--- config.mk ---
export PLATFORM = sky130hd
export DESIGN_NAME = rv32_fetch_buffered
export DESIGN_NICKNAME = d
export VERILOG_FILES = /design/src/rtl/rv32_fetch_buffered.sv
export SDC_FILE = /design/constraint.sdc
export NUM_CORES = 1
export LEC_CHECK = 0
export ABC_AREA = 1
export CAP_MARGIN = 20
export CORE_MARGIN = 1
export CORE_UTILIZATION = 55
export CTS_BUF_LIST = sky130_fd_sc_hd__clkbuf_8
export CTS_CLUSTER_SIZE = 25
export DETAILED_ROUTE_END_ITERATION = 7
export GPL_ROUTABILITY_DRIVEN = 0
export GPL_TIMING_DRIVEN = 0
export PLACE_DENSITY = 0.83
export SLEW_MARGIN = 20
export SYNTH_ARGS = -nofsm -noshare
export SYNTH_HDL_FRONTEND = slang
export SYNTH_SLANG_ARGS = --single-unit
--- constraint.sdc ---
create_clock -name clk_i -period 6 [get_ports clk_i]
set_input_delay 1.2 -clock clk_i [delete_from_list [all_inputs] [get_ports clk_i]]
set_output_delay 1.2 -clock clk_i [all_outputs]
set_load 0.005 [all_outputs]
--- src/rtl/rv32_fetch_buffered.sv ---
// Decoupled RV32 fetch: req/gnt + in-order response memory port, credit-limited
// fetch buffer, and a decode pipeline register with flush/stall.
module rv32_fetch_buffered #(
  parameter int unsigned DEPTH           = 4,
  parameter int unsigned MAX_OUTSTANDING = 2,
  parameter logic [31:0] RESET_PC        = 32'h0000_0000
) (
  input  logic        clk_i,
  input  logic        rst_n_i,
  input  logic        pc_source_i,
  input  logic [31:0] pc_target_i,
  input  logic        stall_d_i,
  input  logic        flush_d_i,
  output logic        imem_req_o,
  output logic [31:0] imem_addr_o,
  input  logic        imem_gnt_i,
  input  logic        imem_rvalid_i,
  input  logic [31:0] imem_rdata_i,
  output logic        valid_o,
  output logic [31:0] instr_o,
  output logic [31:0] pc_o,
  output logic [31:0] pc_next_o
);
  localparam int unsigned PW = (DEPTH > 1) ? $clog2(DEPTH) : 1;
  localparam int unsigned CW = PW + 1;
  localparam int unsigned OW = $clog2(MAX_OUTSTANDING + 1);

  typedef struct packed {
    logic [31:0] pc;
    logic [31:0] instr;
  } fb_entry_t;

  fb_entry_t      fifo_q [DEPTH];
  logic [PW-1:0]  wr_ptr_q, rd_ptr_q;
  logic [CW-1:0]  cnt_q;
  logic [OW-1:0]  out_q, disc_q;
  logic [31:0]    fetch_pc_q, resp_pc_q;
  logic [31:0]    credit_used;
  logic           accept, drop, push, pop, full;
  fb_entry_t      head;

  // In-flight responses that will be kept still need a slot, so they count
  // against the buffer; responses marked for discard do not.
  assign credit_used = 32'(cnt_q) + 32'(out_q) - 32'(disc_q);
  assign imem_req_o  = !pc_source_i && (32'(out_q) < MAX_OUTSTANDING) && (credit_used < DEPTH);
  assign imem_addr_o = fetch_pc_q;

  assign accept = imem_req_o && imem_gnt_i;
  assign drop   = imem_rvalid_i && (pc_source_i || (disc_q != '0));
  assign push   = imem_rvalid_i && !drop;
  assign pop    = !flush_d_i && !stall_d_i && !pc_source_i && (cnt_q != '0);
  assign full   = (cnt_q == CW'(DEPTH));
  assign head   = fifo_q[rd_ptr_q];

  always_ff @(posedge clk_i or negedge rst_n_i) begin
    if (!rst_n_i) begin
      fetch_pc_q <= RESET_PC;
      resp_pc_q  <= RESET_PC;
      wr_ptr_q   <= '0;
      rd_ptr_q   <= '0;
      cnt_q      <= '0;
      out_q      <= '0;
      disc_q     <= '0;
    end else begin
      out_q <= out_q + OW'(accept) - OW'(imem_rvalid_i);
      if (pc_source_i) begin
        fetch_pc_q <= pc_target_i;
        resp_pc_q  <= pc_target_i;
        wr_ptr_q   <= '0;
        rd_ptr_q   <= '0;
        cnt_q      <= '0;
        // a response landing in the redirect cycle is already dropped
        disc_q     <= out_q - OW'(imem_rvalid_i);
      end else begin
        if (accept) fetch_pc_q <= fetch_pc_q + 32'd4;
        if (drop)   disc_q     <= disc_q - OW'(1);
        if (push) begin
          resp_pc_q <= resp_pc_q + 32'd4;
          wr_ptr_q  <= wr_ptr_q + PW'(1);
        end
        if (pop) rd_ptr_q <= rd_ptr_q + PW'(1);
        cnt_q <= cnt_q + CW'(push) - CW'(pop);
      end
    end
  end

  always_ff @(posedge clk_i) begin
    if (push) fifo_q[wr_ptr_q] <= '{pc: resp_pc_q, instr: imem_rdata_i};
  end

  always_ff @(posedge clk_i or negedge rst_n_i) begin
    if (!rst_n_i) begin
      valid_o   <= 1'b0;
      instr_o   <= '0;
      pc_o      <= '0;
      pc_next_o <= '0;
    end else if (flush_d_i) begin
      valid_o   <= 1'b0;
      instr_o   <= '0;
      pc_o      <= '0;
      pc_next_o <= '0;
    end else if (!stall_d_i) begin
      if (pop) begin
        valid_o   <= 1'b1;
        instr_o   <= head.instr;
        pc_o      <= head.pc;
        pc_next_o <= head.pc + 32'd4;
      end else begin
        valid_o   <= 1'b0;
        instr_o   <= '0;
        pc_o      <= '0;
        pc_next_o <= '0;
      end
    end
  end

  a_no_push_full: assert property (@(posedge clk_i) disable iff (!rst_n_i) !(push && full));
  a_no_stray_rsp: assert property (@(posedge clk_i) disable iff (!rst_n_i) !(imem_rvalid_i && out_q == '0));
  a_disc_le_out:  assert property (@(posedge clk_i) disable iff (!rst_n_i) disc_q <= out_q);

endmodule
==> flow_summary.toml <==
[floorplanning]
die_h_um = 189.9
io_pins = 201
die_area_sq_mm = 0.03604
coreArea_sq_mm = 0.03463
std_cell_rows = 68
initial_core_util_pct = 56.05
die_width_um = 189.9

[clock_tree]
clock-root-buffer = "clkbuf_8"
worst_skew_pair.late_latency_ns = 0.59
htree_levels = 3
cts_sinks = 426
ctsResizeCount = 0
numCtsBuffers = 69
cts_tree = "built"
ctsHoldBuffers = 0
cts_setup_buffers = 0
clk_pin_slew_ns = 0.06
clock_path_buffers = 3

[yosys]
yosysSeqAreaShare_pct = 61.53
yosysWarnings = 0
synthAdderAreaFrac_pct = 1.302
syn_area_per_cell_sq_um = 9.704
postSynthCellCount = 2000
synth_common_cells = "658 x nand2_1, 256 x edfxtp_1, 171 x nand3_1"
synthSimpleGateAreaFrac_pct = 21.92
syn_area_sq_mm = 0.01941
yosys-top-cells-area = "edfxtp_1 40%, dfrtp_1 22%, nand2_1 13%, nand3_1 4.4%, inv_1 3.1%"
synth.distinct_cells = 39
synthMuxAreaShare_pct = 0
ys_seq_elements = 426
synth_top_area_cell = "edfxtp_1"
synth_most_common_cell = "nand2_1"
synth_top_family_by_area = "simple AND/OR/NAND/NOR gates"
synth_compound_area_share_pct = 7.517
synthArstFlopShare_pct = 39.91
syn_nets = 2090
synth_xor_area_share_pct = 1.940
synth_top_area_share_pct = 39.61
synth_edf_count = 256
ys_dominant_reg_cell = "edfxtp_1"

[pwr]
vdd_ir_drop_max_mv = 0.2400
p_per_area_mw_per_mm2 = 312.9
p_leak_nw = 10.08
total_power_mw = 7.433

[drt]
drtIter0Drc = 1955
route.detailed.drc = 0
wl_um = 54090
ant_nets = 0
vias = 16250
avgViaCountPerCell = 5.819
dr.pass1.iters = 6
wl_per_cell_um = 19.37

[timing]
fin_tns_setup_ns = 0
finalHoldViolations = 0
rsz0062_at_grt = "no"
period_share_pct = 68.36
skew_ns = 0.01808
maxSlewViolCount = 0
final-setup-viol-count = 0
slew_headroom_pct = 44.45
max_freq_mhz = 243.8
post-route-min-period_ns = 4.102
worst_pin_slew_ns = 0.8313

[worst_setup_path]
crit_path_end_kind = "primary output"
critical_path.top_delay_family = "buffers and inverters"
path_cells = "inv_1 -> fa_1 -> inv_1 -> ha_1 -> nor2_1 -> nor2_1 -> nor3_1 -> nand3_1 -> inv_1 -> clkdlybuf4s50_1"
crit_fanout = 4
critPathRequiredTime_ns = 4.80
reg2reg_from = "disc_q[0]$_DFFE_PN0P_"
cpMaxStageDelayCell = "clkdlybuf4s50_1"
rrSetupSlack_ns = 2.73
rr_endpoint = "fifo_q[1][14]$_DFFE_PP_"
r2r_cells = 9
critPathLaunchType = "flip-flop"
cpMostUsedCell = "inv_1"
crit_path_max_incr_delay_ns = 0.49
cp_num_cells = 10
worstSetupPathType = "flip-flop to primary output"
cp_data_arrival_time_ns = 2.90
crit_buf_inv = 4

[layout]
seq_area_sq_mm = 0.01194
final_cell_count_no_fill = 2792
fin_area_sq_mm = 0.02376
nets = 2375
drive_gt1_share_pct = 8.565
fill_cells = 2426
area_growth_pct = 22.40
multi_input_comb_area_sq_mm = 0.006372

[hold_path]
holdCritPathClass = "flip-flop to flip-flop"
min_to = "imem_addr_o[1]$_DFFE_PN0P_"
whs_path_depth = 2
hold_start = "imem_addr_o[1]$_DFFE_PN0P_"

[global_routing]
gr-usage-all-layers_pct = 30.58
overflow = 0
grt_max_degree = 92
first_global_vias = 16290
antenna_found_initial = 3
grt_pass1_wl_um = 84740

[placement]
dp_cells = 2669
dp.final_hpwl_um = 37350
dpl_cell_area_sq_mm = 0.02240
port_buffers = 199

[outcome]
status = "finished, final reports clean"

[job]
drv_cap = 0
[state kept, by name, summed over array words and instances (netlist names)]
register	cells
fifo_q	256
imem_addr_o	32
instr_o	32
pc_o	32
resp_pc_q	32
pc_next_o	30
cnt_q	3
disc_q	2
out_q	2
rd_ptr_q	2
wr_ptr_q	2
valid_o	1
[kinds of logic after synthesis]
group           Yosys count
xor+xnor                 43
flops                   426
compound gates          231
fa+ha+maj                19
buf+inv                 255
simple gates           1026
[how the worst max path moves through the flow]
stage	startpoint	endpoint
final	cnt_q[1]$_DFF_PN0_	imem_req_o
after global placement	rst_n_i	instr_o[9]$_DFFE_PN0P_
after detailed placement	imem_rvalid_i	fifo_q[1][15]$_DFFE_PP_
after CTS	cnt_q[1]$_DFF_PN0_	imem_req_o
after global routing	out_q[1]$_DFF_PN0_	imem_req_o
after floorplan	pc_source_i	fifo_q[0][0]$_DFFE_PP_
[area by class of cell]
type,count,area share (%)
timing repair buffer,214,10.06
clock buffer,82,4.751
multi-input combinational,1319,26.83
clock inverter,39,0.9428
tap,455,2.397
buffer,85,2.017
sequential,426,50.27
inverter,170,2.718
antenna,2,0.02107
[through the flow]
stage          utilization (%)  hold WS, ns  setup slack [ns]
2_1_floorplan                -       0.4654            0.7826
3_3_place_gp             63.44       0.4565            -3.649
3_5_place_dp             64.68       0.4665             1.603
4_1_cts                  68.59       0.4831             1.877
5_1_grt                  68.60       0.5005             1.768
6_report                 68.60       0.4792             1.898
[layout by cell type, fill, tap and decap left out, types with 9 or more instances in the layout]
| cell type | count |
|---|---|
| nand2_1 | 658 |
| edfxtp_1 | 256 |
| clkdlybuf4s50_1 | 198 |
| inv_1 | 184 |
| nand3_1 | 171 |
| dfrtp_1 | 170 |
| nor2_1 | 118 |
| o21ai_0 | 95 |
| clkbuf_8 | 82 |
| a21oi_1 | 46 |
| a32o_1 | 36 |
| buf_2 | 35 |
| xor2_1 | 35 |
| clkbuf_1 | 31 |
| o211ai_1 | 30 |
| nor3_1 | 23 |
| nand4_1 | 22 |
| ha_1 | 17 |
| buf_16 | 13 |
| nand2_2 | 11 |
| buf_6 | 10 |
| o21ai_1 | 9 |
[worst register-to-register path: stages (launching register included)]
cell      delay, ns
dfrtp_1        0.38
inv_1          0.11
ha_1           0.16
inv_1          0.05
nor3_1         0.42
inv_1          0.28
clkbuf_1       0.40
nor2_4         0.76
buf_16         0.24
buf_8          0.18
[power breakdown]
group	internal, mW	switching (mW)	total [mW]
sequential	3.35	0.225	3.58
clock	1.33	1.15	2.47
combinational	0.532	0.850	1.38
[per-layer routing]
| metal | GRT usage, % | vias up | share of wire [%] |
|---|---|---|---|
| met1 | 40.57 | 7635 | 38 |
| met5 | 0 | - | 0.022 |
| met2 | 48.74 | 1105 | 47 |
| met4 | 15.54 | 2 | 4.1 |
| met3 | 5.184 | 197 | 10 |
| li1 | - | 7308 | - |
Power figures use the tool's default switching activity.
